<file path="src/rtl/pwm_pkg.sv">
// Shared types and defaults for the multi-channel PWM generator.
package pwm_pkg;

    localparam int PWM_DEF_CTRVAL = 256;
    localparam int PWM_DEF_CTRLEN = $clog2(PWM_DEF_CTRVAL);

    typedef enum logic {
        PWM_LEFT   = 1'b0,
        PWM_CENTER = 1'b1
    } pwm_mode_e;

    typedef enum logic {
        DIR_UP   = 1'b0,
        DIR_DOWN = 1'b1
    } pwm_dir_e;

    // Count width at the default range; modules redefine it from their own CTRLEN.
    typedef logic [PWM_DEF_CTRLEN-1:0] pwm_count_t;

    // Select width for n channels, never narrower than one bit.
    function automatic int pwm_sel_width(input int n);
        return (n > 1) ? $clog2(n) : 1;
    endfunction

endpackage

</file>
<file path="src/rtl/pwm_period_ctr.sv">
// Shared period counter: left/center counting, direction flag and boundary detect.
module pwm_period_ctr
    import pwm_pkg::*;
#(
    parameter int CTRLEN = 8
) (
    input  logic              clk,
    input  logic              rst_n,
    input  logic              tick,
    input  logic [CTRLEN-1:0] period,
    input  pwm_mode_e         mode,
    output logic [CTRLEN-1:0] counter,
    output logic              boundary
);

    typedef logic [CTRLEN-1:0] count_t;

    count_t   counter_q, counter_d;
    pwm_dir_e dir_q, dir_d;

    always_comb begin
        counter_d = counter_q;
        dir_d     = dir_q;
        boundary  = 1'b0;
        if (tick) begin
            if (period == '0) begin
                boundary  = 1'b1;
                counter_d = '0;
                dir_d     = DIR_UP;
            end else if (mode == PWM_LEFT) begin
                if (counter_q == period) begin
                    boundary  = 1'b1;
                    counter_d = '0;
                    dir_d     = DIR_UP;
                end else begin
                    counter_d = counter_q + count_t'(1);
                end
            end else if (dir_q == DIR_UP) begin
                // With P==1 the turn-around lands directly on 0, so it is the boundary.
                if (counter_q == period && period == count_t'(1)) begin
                    boundary  = 1'b1;
                    counter_d = '0;
                    dir_d     = DIR_UP;
                end else if (counter_q == period) begin
                    counter_d = period - count_t'(1);
                    dir_d     = DIR_DOWN;
                end else begin
                    counter_d = counter_q + count_t'(1);
                end
            end else begin
                if (counter_q <= count_t'(1)) begin
                    boundary  = 1'b1;
                    counter_d = '0;
                    dir_d     = DIR_UP;
                end else begin
                    counter_d = counter_q - count_t'(1);
                end
            end
        end
    end

    always_ff @(posedge clk) begin
        if (!rst_n) begin
            counter_q <= '0;
            dir_q     <= DIR_UP;
        end else begin
            counter_q <= counter_d;
            dir_q     <= dir_d;
        end
    end

    assign counter = counter_q;

endmodule

</file>
<file path="src/rtl/pwm_multi.sv">
// Multi-channel PWM: shared period counter, double-buffered duty/period/mode/enable
// banks that commit together on each period boundary, and one compare per channel.
module pwm_multi
    import pwm_pkg::*;
#(
    parameter int NCH        = 4,
    parameter int CTRVAL     = PWM_DEF_CTRVAL,
    parameter int CTRLEN     = $clog2(CTRVAL),
    parameter int CHLEN      = pwm_sel_width(NCH),
    parameter int DEF_PERIOD = CTRVAL - 1
) (
    input  logic              clk,
    input  logic              rst_n,
    input  logic              enable,
    input  logic              duty_wr,
    input  logic [CHLEN-1:0]  duty_ch,
    input  logic [CTRLEN-1:0] duty_val,
    input  logic              period_wr,
    input  logic [CTRLEN-1:0] period_val,
    input  logic              center_mode,
    input  logic [NCH-1:0]    ch_en,
    output logic [CTRLEN-1:0] counter,
    output logic [NCH-1:0]    pwm_out,
    output logic              sync
);

    typedef logic [CTRLEN-1:0] count_t;

    logic      boundary;
    count_t    period_sh_q, period_sh_d;
    count_t    period_act_q, period_act_d;
    pwm_mode_e mode_act_q, mode_act_d;
    logic [NCH-1:0] ch_en_act_q, ch_en_act_d;
    logic      sync_q, sync_d;

    pwm_period_ctr #(
        .CTRLEN (CTRLEN)
    ) u_ctr (
        .clk      (clk),
        .rst_n    (rst_n),
        .tick     (enable),
        .period   (period_act_q),
        .mode     (mode_act_q),
        .counter  (counter),
        .boundary (boundary)
    );

    // The shadow's next value feeds the commit so a same-cycle write is included.
    always_comb begin
        period_sh_d  = period_wr ? period_val : period_sh_q;
        period_act_d = boundary ? period_sh_d : period_act_q;
        mode_act_d   = mode_act_q;
        if (boundary) begin
            mode_act_d = center_mode ? PWM_CENTER : PWM_LEFT;
        end
        ch_en_act_d  = boundary ? ch_en : ch_en_act_q;
        sync_d       = boundary;
    end

    always_ff @(posedge clk) begin
        if (!rst_n) begin
            period_sh_q  <= count_t'(DEF_PERIOD);
            period_act_q <= count_t'(DEF_PERIOD);
            mode_act_q   <= PWM_LEFT;
            ch_en_act_q  <= '0;
            sync_q       <= 1'b0;
        end else begin
            period_sh_q  <= period_sh_d;
            period_act_q <= period_act_d;
            mode_act_q   <= mode_act_d;
            ch_en_act_q  <= ch_en_act_d;
            sync_q       <= sync_d;
        end
    end

    assign sync = sync_q;

    generate
        for (genvar gi = 0; gi < NCH; gi++) begin : g_ch
            count_t duty_sh_q, duty_sh_d;
            count_t duty_act_q, duty_act_d;

            // Out-of-range channel indices never match any gi, so they are dropped.
            always_comb begin
                duty_sh_d = duty_sh_q;
                if (duty_wr && duty_ch == CHLEN'(gi)) begin
                    duty_sh_d = duty_val;
                end
                duty_act_d = boundary ? duty_sh_d : duty_act_q;
            end

            always_ff @(posedge clk) begin
                if (!rst_n) begin
                    duty_sh_q  <= '0;
                    duty_act_q <= '0;
                end else begin
                    duty_sh_q  <= duty_sh_d;
                    duty_act_q <= duty_act_d;
                end
            end

            assign pwm_out[gi] = ch_en_act_q[gi] && (counter < duty_act_q);
        end
    endgenerate

endmodule

</file>
<file path="config.mk">
export PLATFORM = sky130hd
export DESIGN_NAME = pwm_multi
export DESIGN_NICKNAME = d
export VERILOG_FILES = /design/src/rtl/pwm_pkg.sv /design/src/rtl/pwm_period_ctr.sv /design/src/rtl/pwm_multi.sv
export SDC_FILE = /design/constraint.sdc
export NUM_CORES = 1
export LEC_CHECK = 0
export ABC_CLOCK_PERIOD_IN_PS = 2200
export BUFFER_PORTS_ARGS = -buffer_cell sky130_fd_sc_hd__buf_2
export CORE_ASPECT_RATIO = 0.5
export CORE_MARGIN = 2
export CORE_UTILIZATION = 25
export DETAILED_ROUTE_END_ITERATION = 8
export GPL_TIMING_DRIVEN = 1
export SETUP_SLACK_MARGIN = 0.3
export SYNTH_ARGS = -nofsm -noshare
export SYNTH_HDL_FRONTEND = slang
export SYNTH_SLANG_ARGS = --single-unit
</file>
<file path="constraint.sdc">
create_clock -name clk -period 2.2 [get_ports clk]
set_input_delay 0.44 -clock clk [delete_from_list [all_inputs] [get_ports clk]]
set_output_delay 0.44 -clock clk [all_outputs]
set_load 0.005 [all_outputs]
</file>
==> flow_metrics.env, run 1 <==
export IMPL_outcome="finished with violations"
export IMPL_violations="negative setup slack"
export IMPL_cp_max_fo=5
export IMPL_clock_skew_ns=0.00546
export IMPL_tritoncts="yes"
export IMPL_slew_violations=0
export IMPL_end_kind="output port"
export IMPL_ys_warn_count=0
export IMPL_clk_pin_slew_ns=0.07
export IMPL_crit_top_cell="a21o_1"
export IMPL_gr_usage_all_layers_pct=13.8
export IMPL_place_gp_congestion=0.865
export IMPL_slew_headroom_pct=49.8
export IMPL_startpoint_type="flip-flop"
export IMPL_max_freq_mhz=434
export IMPL_fp_dieArea_mm2=0.0208
export IMPL_wirelength_mm=14.5
export IMPL_grt_ovfl_total=0
export IMPL_ioPinCount=41
export IMPL_setup_ws_ns=-0.107
export IMPL_syn_to_final_growth_pct=36.7
export IMPL_hold_path_class="input port to flip-flop"
export IMPL_die_width_um=202
export IMPL_critPathMaxStageDelay_ns=0.37
export IMPL_antenna_left=0
export IMPL_synth_ff_type="dfxtp_1"
export IMPL_cts_num_sinks=95
export IMPL_postSynth_asyncResetShare_pct=0
export IMPL_postCtsHoldBufs=0
export IMPL_dp_cells=852
export IMPL_p_leak_nw=2.89
export IMPL_arrival_ns=1.87
export IMPL_clock_latency_ns=0.35
export IMPL_setup_viol=33
export IMPL_die_y_um=103
export IMPL_cts_buffer_depth=2
export IMPL_grt_pass1_vias=4266
export IMPL_seq_area_frac_synth_pct=38.8
export IMPL_power_per_cell_area_mw_per_mm2=567
export IMPL_via_per_inst=4.76
export IMPL_grt_max_degree=71
export IMPL_crit_path_start="u_ctr.counter[1]"
export IMPL_yosysMostFrequentCell="dfxtp_1"
export IMPL_drive_above_1_share_pct=30.2
export IMPL_worstPathRequired_ns=1.76
export IMPL_h_tree_depth=3
export IMPL_core_mm2=0.0193
export IMPL_worst_pin_slew_ns=0.752
export IMPL_grt_pass1_wl_mm=22.6
export IMPL_finalHoldViolCount=0
export IMPL_synth_cell_types=50
export IMPL_cp_slowest_cell="dfxtp_4"
export IMPL_num_vias=4352
export IMPL_synth_seq_cells=95
export IMPL_final_min_clock_period_ns=2.31
export IMPL_yosys_area_top_type="dfxtp_1"
export IMPL_worst_setup_path_type="flip-flop to output port"
export IMPL_synth_commonest_cells="dfxtp_1, nor2_1, mux2i_1, inv_1, nand3_1"
export IMPL_path_cells="buf_4 -> ha_4 -> a21o_1 -> a21o_1 -> a211oi_2 -> o211ai_1 -> nand2_1 -> buf_2"
export IMPL_finalNetCount=705
export IMPL_drt_pass1_iterations=4
export IMPL_drc=0
export IMPL_rr_startpoint="u_ctr.counter[1]"
export IMPL_syn_nets=621
export IMPL_instances_no_fill=915
export IMPL_wl_per_cell_um=15.8
export IMPL_vdd_drop_max_uv=434
export IMPL_rsz0062_at_grt="yes"
export IMPL_holdCritStartpoint="ch_en[0]"
export IMPL_synth_area_leaders="dfxtp_1, mux2i_1, ha_1, o31ai_1, nor2_1"
export IMPL_drt_iter0_drc=169
export IMPL_io_buffers=40
export IMPL_setup_tns_ns=-0.866
export IMPL_synthesis_area_mm2=0.00490
export IMPL_rows=36
export IMPL_avgSynthCellArea_um2=8.77
export IMPL_post_route_period_util_pct=105
export IMPL_synthCells=559
export IMPL_hpwlAfterDp_mm=8.76
export IMPL_clock_root_buffer="clkbuf_16"
export IMPL_yosysTopAreaCellShare_pct=38.8
export IMPL_synth_edf_count=0
export IMPL_numCtsBuffers=9
export IMPL_grt_antenna_before_repair=3
export IMPL_start_util_pct=25.4
export IMPL_max_cap_violations=0
==> worst max-delay path, delay by kind of cell (launching register included) <==
family / cells / cell delay, ns
simple gates: 1 / 0.09
buf+inv: 2 / 0.25
compound gates: 4 / 0.59
flops: 1 / 0.37
fa+ha+maj: 1 / 0.21
==> cells in the final DEF (no fill, tap or decap), drive strengths merged, types with 4 or more instances in the layout <==
master / n
xnor2: 15
o31ai: 36
nand2b: 5
o21ai: 21
clkbuf: 10
nand3: 43
buf: 111
a31oi: 12
nand4: 4
mux2i: 45
o211ai: 5
nand3b: 4
nor3: 6
nand2: 27
a21o: 8
a21oi: 6
inv: 50
nor2b: 4
nor4: 4
ha: 34
a211oi: 5
dfxtp: 95
nor2: 66
xor2: 6
==> kinds of logic (layout without fill, tap and decap cells) <==
group           count (synthesis)  in the layout  synth area share [%]
xor+xnor                       21             21                  3.75
fa+ha+maj                      34             34                  8.67
simple gates                  173            173                  17.0
buf+inv                        83            172                  7.37
mux                            45             45                  9.18
compound gates                108            108                  15.3
flops                          95             95                  38.8
other cells                     0              1                     0
==> area by class of cell <==
type	instances	area [µm²]
Antenna cell	1	2.50
Clock buffer	9	225
Clock inverter	7	78.8
Fill cell	1919	12600
Inverter	44	168
Multi-Input combinational cell	381	2940
Sequential cell	95	1930
Tap cell	266	333
Timing Repair Buffer	112	1030
==> metrics by stage <==
stage / cell area (µm²) / power, W / hold WS (ns) / worst slack (ns) / util, %
after floorplan: 4940 / 0.00202 / 0.438 / 0.309 / -
final: 6700 / 0.00380 / 0.324 / -0.107 / 34.7
after global placement: 5460 / 0.00212 / 0.452 / 0.155 / 28.3
after detailed placement: 5460 / 0.00213 / 0.460 / 0.136 / 28.3
after global routing: 6700 / 0.00396 / 0.318 / -0.174 / 34.7
after CTS: 6440 / 0.00379 / 0.314 / -0.0319 / 33.3
==> flip-flops by register name (all words and copies together), names as in the netlist <==
name             count
mode_act_q           1
g_ch.duty_act_q     32
g_ch.duty_sh_q      32
ch_en_act_q          4
u_ctr.counter        8
period_act_q         8
u_ctr.dir_q          1
sync                 1
period_sh_q          8
==> final timing paths <==
path,end,slack [ns],depth (start not counted)
worst max-delay path,pwm_out[0],-0.11,8
worst min-delay path,ch_en_act_q[0],0.32,3
worst max register to register,period_act_q[0],-0.05,14
worst min register to register,g_ch[2].duty_act_q[3],0.47,2
==> routing by layer <==
| layer | part of all wire (%) | up-vias | GRT usage, % | routed length [µm] |
|---|---|---|---|---|
| li1 | - | 2145 | - | - |
| met1 | 44 | 2063 | 16.8 | 6330 |
| met2 | 48 | 99 | 23.7 | 6950 |
| met3 | 4.8 | 41 | 2.97 | 697 |
| met4 | 3.1 | 4 | 6.50 | 450 |
| met5 | 0.19 | - | 0 | 27 |
==> report_power, final <==
| group | total, W | internal [W] | switching (W) | leakage (nW) |
|---|---|---|---|---|
| logic | 0.000437 | 0.000210 | 0.000227 | 1.97 |
| registers | 0.00176 | 0.00175 | 0.0000158 | 0.775 |
| clock network | 0.00160 | 0.000817 | 0.000785 | 0.149 |
| total | 0.00380 | 0.00277 | 0.00103 | 2.89 |
==> what timing repair did <==
item,4_1_cts,5_1_grt
pin swaps,36,16
setup buffers,29,9
resized for setup,69,40
cloned,7,1
endpoints found under the hold margin,0,0
setup endpoints to repair,54,60
(Power assumes the default switching activity.)
==> run 2, diff against run 1 <==
--- a/config.mk
+++ b/config.mk
@@ -6,4 +6,5 @@
 export NUM_CORES = 1
 export LEC_CHECK = 0
+export ABC_AREA = 1
 export ABC_CLOCK_PERIOD_IN_PS = 2200
 export BUFFER_PORTS_ARGS = -buffer_cell sky130_fd_sc_hd__buf_2
==> constraint.sdc (replaced) <==
create_clock -name clk -period 2.2 [get_ports clk]
set_input_delay 0.44 -clock clk [delete_from_list [all_inputs] [get_ports clk]]
set_output_delay 0.44 -clock clk [all_outputs]
set_load 0.1 [all_outputs]
==> flow_metrics.env, run 2 <==
export IMPL_hpwlAfterDp_mm=11.0
export IMPL_grt_ovfl_total=0
export IMPL_whs_ns=0.303
export IMPL_reg_top3="g_ch.duty_act_q (32), g_ch.duty_sh_q (32)"
export IMPL_place_gp_congestion=0.919
export IMPL_drive_above_1_share_pct=30.4
export IMPL_grt_max_degree=55
export IMPL_gr_usage_all_layers_pct=14.4
export IMPL_drc=0
export IMPL_setup_ws_ns=-0.0743
export IMPL_synth_cell_types=28
export IMPL_clock_skew_ns=0.00896
export IMPL_worstPathRequired_ns=1.76
export IMPL_post_route_period_util_pct=103
export IMPL_final_cell_mix="nand2_1, inv_1, nor2_1"
export IMPL_drt_pass1_iterations=4
export IMPL_vdd_drop_max_uv=342
export IMPL_slew_violations=0
export IMPL_yosysMostFrequentCell="nand2_1"
export IMPL_final_min_clock_period_ns=2.27
export IMPL_antenna_left=0
export IMPL_die_width_um=216
export IMPL_worst_pin_slew_ns=0.640
export IMPL_synth_edf_count=0
export IMPL_postSynth_asyncResetShare_pct=0
export IMPL_slew_headroom_pct=57.3
export IMPL_synth_xor_area_share_pct=1.25
export IMPL_fp_dieArea_mm2=0.0238
export IMPL_synth_commonest_cells="nand2_1, inv_1, nor2_1, dfxtp_1, nand3_1"
export IMPL_postCtsHoldBufs=0
export IMPL_rr_startpoint="u_ctr.counter[1]"
export IMPL_p_int_w=0.00278
export IMPL_io_buffers=40
export IMPL_ys_warn_count=0
export IMPL_power_per_cell_area_mw_per_mm2=465
export IMPL_violations="negative setup slack"
export IMPL_worst_setup_path_type="flip-flop to output port"
export IMPL_synth_seq_cells=95
export IMPL_cp_max_fo=6
export IMPL_setup_viol=4
export IMPL_avgSynthCellArea_um2=6.55
export IMPL_wirelength_mm=17.7
export IMPL_dp_cells=1183
export IMPL_synthMuxAreaShare_pct=0
export IMPL_sw_frac_of_total_pct=26.3
export IMPL_final_common_cell="nand2_1"
export IMPL_yosys_area_top_type="dfxtp_1"
export IMPL_synth_top_family_by_area="simple AND/OR/NAND/NOR gates"
export IMPL_clk_pin_slew_ns=0.07
export IMPL_seq_area_frac_synth_pct=33.8
export IMPL_outcome="finished with violations"
export IMPL_rows=38
export IMPL_seq_power_share_pct=47.0
export IMPL_clock_root_buffer="clkbuf_16"
export IMPL_ioPinCount=41
export IMPL_yosysTopAreaCellShare_pct=33.8
export IMPL_worstRegToRegCells=15
export IMPL_reg2reg_slack_ns=0.01
export IMPL_rsz0062_at_grt="yes"
export IMPL_hold_path_class="input port to flip-flop"
export IMPL_cts_buffer_depth=2
export IMPL_syn_nets=920
export IMPL_clockPowerShare_pct=42.5
export IMPL_clock_latency_ns=0.35
export IMPL_p_comb_share_pct=10.5
export IMPL_tritoncts="yes"
export IMPL_instances_no_fill=1254
export IMPL_drt_iter0_drc=397
export IMPL_syn_to_final_growth_pct=44.2
export IMPL_p_leak_nw=4.35
export IMPL_num_vias=5664
export IMPL_grt_pass1_wl_mm=27.1
export IMPL_synth_area_leaders="dfxtp_1, nand2_1, inv_1, nor2_1, ha_1"
export IMPL_via_per_inst=4.52
export IMPL_core_mm2=0.0219
export IMPL_max_cap_violations=0
export IMPL_synth_simple_area_share_pct=33.4
export IMPL_end_kind="output port"
export IMPL_h_tree_depth=3
export IMPL_synthesis_area_mm2=0.00562
export IMPL_crit_path_start="u_ctr.counter[1]"
export IMPL_cts_num_sinks=95
export IMPL_wl_per_cell_um=14.1
export IMPL_grt_antenna_before_repair=3
export IMPL_finalNetCount=1011
export IMPL_synth_ff_type="dfxtp_1"
export IMPL_r2r_end="g_ch[3].duty_act_q[7]"
export IMPL_finalHoldViolCount=0
export IMPL_n_antenna_cell=0
export IMPL_synthCells=858
export IMPL_synth_compound_area_share_pct=10.9
export IMPL_die_y_um=110
export IMPL_p_sw_w=0.000993
export IMPL_endpoint="pwm_out[0]"
export IMPL_max_freq_mhz=440
export IMPL_start_util_pct=25.7
export IMPL_arrival_ns=1.83
export IMPL_numCtsBuffers=9
export IMPL_synthAdderAreaFrac_pct=7.56
export IMPL_startpoint_type="flip-flop"
export IMPL_grt_pass1_vias=5237
==> run 2: cell count changes after synthesis, sizes merged, moves of 8 or more <==
cell,before,now
xnor2,15,4
nand3,43,97
inv,44,136
nor2,66,130
a31oi,12,4
o31ai,36,0
a21oi,6,50
mux2i,45,0
nand2,27,195
o21ai,21,48
==> run 2: logic make-up (layout without fill, tap and decap cells) <==
kind of cell,count (synthesis),in the layout
flops,95,95
simple gates,431,435
xor+xnor,8,8
buf+inv,175,267
fa+ha+maj,34,34
compound gates,115,115
==> run 2: final cells by class <==
cell class / instances / area [µm²]
clock buffers: 11 / 233
repair buffers: 115 / 1280
inverters: 136 / 518
well taps: 300 / 375
flip-flops and latches: 95 / 1930
fillers: 2218 / 13800
clock inverters: 5 / 63.8
multi-input cells: 592 / 3710
==> run 2: what timing repair did <==
| item | CTS | global route |
|---|---|---|
| cloned | 10 | 3 |
| setup buffers | 21 | 21 |
| setup endpoints to repair | 57 | 59 |
| pin swaps | 15 | 56 |
| resized for setup | 51 | 119 |
==> run 2: worst min path at each step <==
stage | from | end | slack, ns | cells past startpoint
after floorplan | period_sh_q[0] | period_sh_q[0] | 0.42 | 2
after CTS | period_val[0] | period_sh_q[0] | 0.31 | 3
after detailed placement | period_sh_q[3] | period_sh_q[3] | 0.44 | 2
after global placement | period_sh_q[1] | period_sh_q[1] | 0.43 | 2
after global routing | center_mode | mode_act_q | 0.30 | 3
final | center_mode | mode_act_q | 0.30 | 3
==> run 2: stage by stage <==
step / total power (W) / area [µm²] / TNS (ns) / utilization [%] / setup slack [ns]
CTS: 0.00377 / 7370 / -0.172 / 33.7 / -0.0471
floorplan: 0.00203 / 5790 / 0 / - / 0.207
global route: 0.00394 / 8110 / -1.38 / 37.1 / -0.156
detailed placement: 0.00214 / 6430 / 0 / 29.4 / 0.110
finish: 0.00377 / 8110 / -0.158 / 37.1 / -0.0743
global placement: 0.00214 / 6430 / 0 / 29.4 / 0.155
==> run 2: layer usage <==
| layer | GRT usage, % | part of all wire (%) | vias to the layer above |
|---|---|---|---|
| met4 | 6.16 | 3.0 | 4 |
| met1 | 17.9 | 45 | 2599 |
| met2 | 23.9 | 46 | 136 |
| met3 | 3.90 | 5.5 | 40 |
| li1 | - | - | 2885 |
| met5 | 0 | 0.14 | - |
==> run 2: critical path, cell delays in order, from the launching register on <==
cell and delay, ns:
dfxtp_4 0.37, ha_1 0.31, o21ai_1 0.11, nand2_1 0.08, nand3_1 0.07, nand2_1 0.06, a31oi_2 0.15, o21a_4 0.16
buf_12 0.17
==> run 2: power by group through the flow <==
stage | Sequential [W] | Combinational [W] | Clock [W]
finish | 0.00177 | 0.000396 | 0.00160
global route | 0.00178 | 0.000444 | 0.00172
CTS | 0.00177 | 0.000354 | 0.00164
detailed placement | 0.00181 | 0.000327 | 0
global placement | 0.00181 | 0.000325 | 0
floorplan | 0.00183 | 0.000204 | 0
==> run 3, diff against run 2 <==
Settings changed: CTS_BUF_LIST set to sky130_fd_sc_hd__clkbuf_8 sky130_fd_sc_hd__clkbuf_16.
==> flow_metrics.env, run 3 (same netlist as run 2, synthesis figures left out) <==
export IMPL_crit_path_start="u_ctr.counter[1]"
export IMPL_n_fill_cell=2218
export IMPL_vdd_drop_max_uv=339
export IMPL_cts_buffer_depth=2
export IMPL_power_w=0.00376
export IMPL_worst_setup_path_type="flip-flop to output port"
export IMPL_hold_path_class="input port to flip-flop"
export IMPL_h_tree_depth=3
export IMPL_power_per_cell_area_mw_per_mm2=464
export IMPL_worstRegToRegCells=15
export IMPL_reg2reg_slack_ns=0.01
export IMPL_rsz0062_at_grt="yes"
export IMPL_dp_cells=1183
export IMPL_violations="negative setup slack"
export IMPL_io_buffers=40
export IMPL_grt_antenna_before_repair=3
export IMPL_clock_skew_ns=0.00809
export IMPL_grt_max_degree=55
export IMPL_outcome="finished with violations"
export IMPL_postCtsHoldBufs=0
export IMPL_final_min_clock_period_ns=2.27
export IMPL_fp_dieArea_mm2=0.0238
export IMPL_via_per_inst=4.51
export IMPL_start_util_pct=25.7
export IMPL_path_cells="ha_1 -> o21ai_1 -> nand2_1 -> nand3_1 -> nand2_1 -> a31oi_2 -> o21a_4 -> buf_12"
export IMPL_fin_util_pct=37.1
export IMPL_finalNetCount=1011
export IMPL_ioPinCount=41
export IMPL_crit_top_cell="nand2_1"
export IMPL_r2r_end="g_ch[3].duty_act_q[7]"
export IMPL_setup_viol=4
export IMPL_cp_slowest_cell="dfxtp_4"
export IMPL_worstPathRequired_ns=1.76
export IMPL_drt_iter0_drc=401
export IMPL_critPathTopFamily="compound AO/OA/AOI/OAI gates"
export IMPL_final_common_cell="nand2_1"
export IMPL_cp_max_fo=6
export IMPL_drc=0
export IMPL_place_ws_ns=0.110
export IMPL_worst_pin_slew_ns=0.644
export IMPL_n_antenna_cell=0
export IMPL_die_width_um=216
export IMPL_core_mm2=0.0219
export IMPL_rows=38
export IMPL_endpoint="pwm_out[0]"
export IMPL_grt_pass1_vias=5237
export IMPL_wirelength_mm=17.7
export IMPL_numCtsBuffers=9
export IMPL_hpwlAfterDp_mm=11.0
export IMPL_gr_usage_all_layers_pct=14.4
export IMPL_tritoncts="yes"
export IMPL_wl_per_cell_um=14.1
export IMPL_syn_to_final_growth_pct=44.2
export IMPL_rr_startpoint="u_ctr.counter[1]"
export IMPL_finalHoldViolCount=0
export IMPL_cp_num_buf_inv=1
export IMPL_instances_no_fill=1254
export IMPL_antenna_left=0
export IMPL_grt_pass1_wl_mm=27.1
export IMPL_critPathMaxStageDelay_ns=0.37
export IMPL_max_cap_violations=0
export IMPL_reg_top3="g_ch.duty_act_q (32), g_ch.duty_sh_q (32)"
export IMPL_slew_violations=0
export IMPL_cts_num_sinks=95
export IMPL_drive_above_1_share_pct=30.4
export IMPL_clock_root_buffer="clkbuf_16"
export IMPL_num_vias=5655
export IMPL_end_kind="output port"
export IMPL_final_cell_mix="nand2_1, inv_1, nor2_1"
export IMPL_whs_ns=0.305
export IMPL_startpoint_type="flip-flop"
export IMPL_post_route_period_util_pct=103
export IMPL_arrival_ns=1.83
export IMPL_grt_ovfl_total=0
export IMPL_clk_pin_slew_ns=0.07
export IMPL_drt_pass1_iterations=5
export IMPL_cp_num_cells=8
export IMPL_place_gp_congestion=0.919
export IMPL_p_leak_nw=4.35
export IMPL_die_y_um=110
export IMPL_max_freq_mhz=440
export IMPL_slew_headroom_pct=57.0
export IMPL_setup_ws_ns=-0.0723
export IMPL_clock_latency_ns=0.35
[run 3: changes by cell type in the layout (fill, tap and decap cells not counted), sizes merged]
cell,change
clkbuf,-2
inv,+2
[run 3: layout make-up]
class	count	area, µm²	share of cell area, %
flip-flops and latches	95	1930	23.8
inverters	136	518	6.39
multi-input cells	592	3710	45.7
repair buffers	115	1280	15.8
clock inverters	7	71.3	0.879
well taps	300	375	4.63
clock buffers	9	225	2.78
[run 3: worst min-delay path by stage]
stage	start	slack, ns	depth (start not counted)	to
6_report	center_mode	0.31	3	mode_act_q
5_1_grt	center_mode	0.30	3	mode_act_q
4_1_cts	period_val[0]	0.31	3	period_sh_q[0]
3_5_place_dp	period_sh_q[3]	0.44	2	period_sh_q[3]
3_3_place_gp	period_sh_q[1]	0.43	2	period_sh_q[1]
2_1_floorplan	period_sh_q[0]	0.42	2	period_sh_q[0]
[run 3: power by group]
| group | total, W | leakage (nW) | internal, W | switching [W] |
|---|---|---|---|---|
| combinational | 0.000396 | 3.42 | 0.000129 | 0.000267 |
| sequential | 0.00177 | 0.779 | 0.00175 | 0.0000195 |
| clock | 0.00159 | 0.154 | 0.000886 | 0.000704 |
[run 3: timing repair]
action                                  in CTS  in global routing
endpoints found under the setup margin      57                 59
gates cloned                                10                  3
setup buffers                               21                 21
gates resized for setup                     51                119
pin swaps                                   15                 56
[run 3: metal layers]
| layer | track usage [%] | share of wire, % | vias up |
|---|---|---|---|
| li1 | - | - | 2885 |
| met1 | 17.9 | 45 | 2593 |
| met2 | 23.9 | 46 | 135 |
| met3 | 3.90 | 5.3 | 38 |
| met4 | 6.16 | 3.1 | 4 |
| met5 | 0 | 0.14 | - |
[run 3: stage by stage]
step / TNS (ns) / area (µm²)
finish: -0.149 / 8110
global route: -1.38 / 8110
CTS: -0.173 / 7370
detailed placement: 0 / 6430
global placement: 0 / 6430
floorplan: 0 / 5790
[run 3: worst min-delay path, stage by stage]
cell and delay (ns):
buf_2 0.08, a21oi_2 0.03, nor2_1 0.07
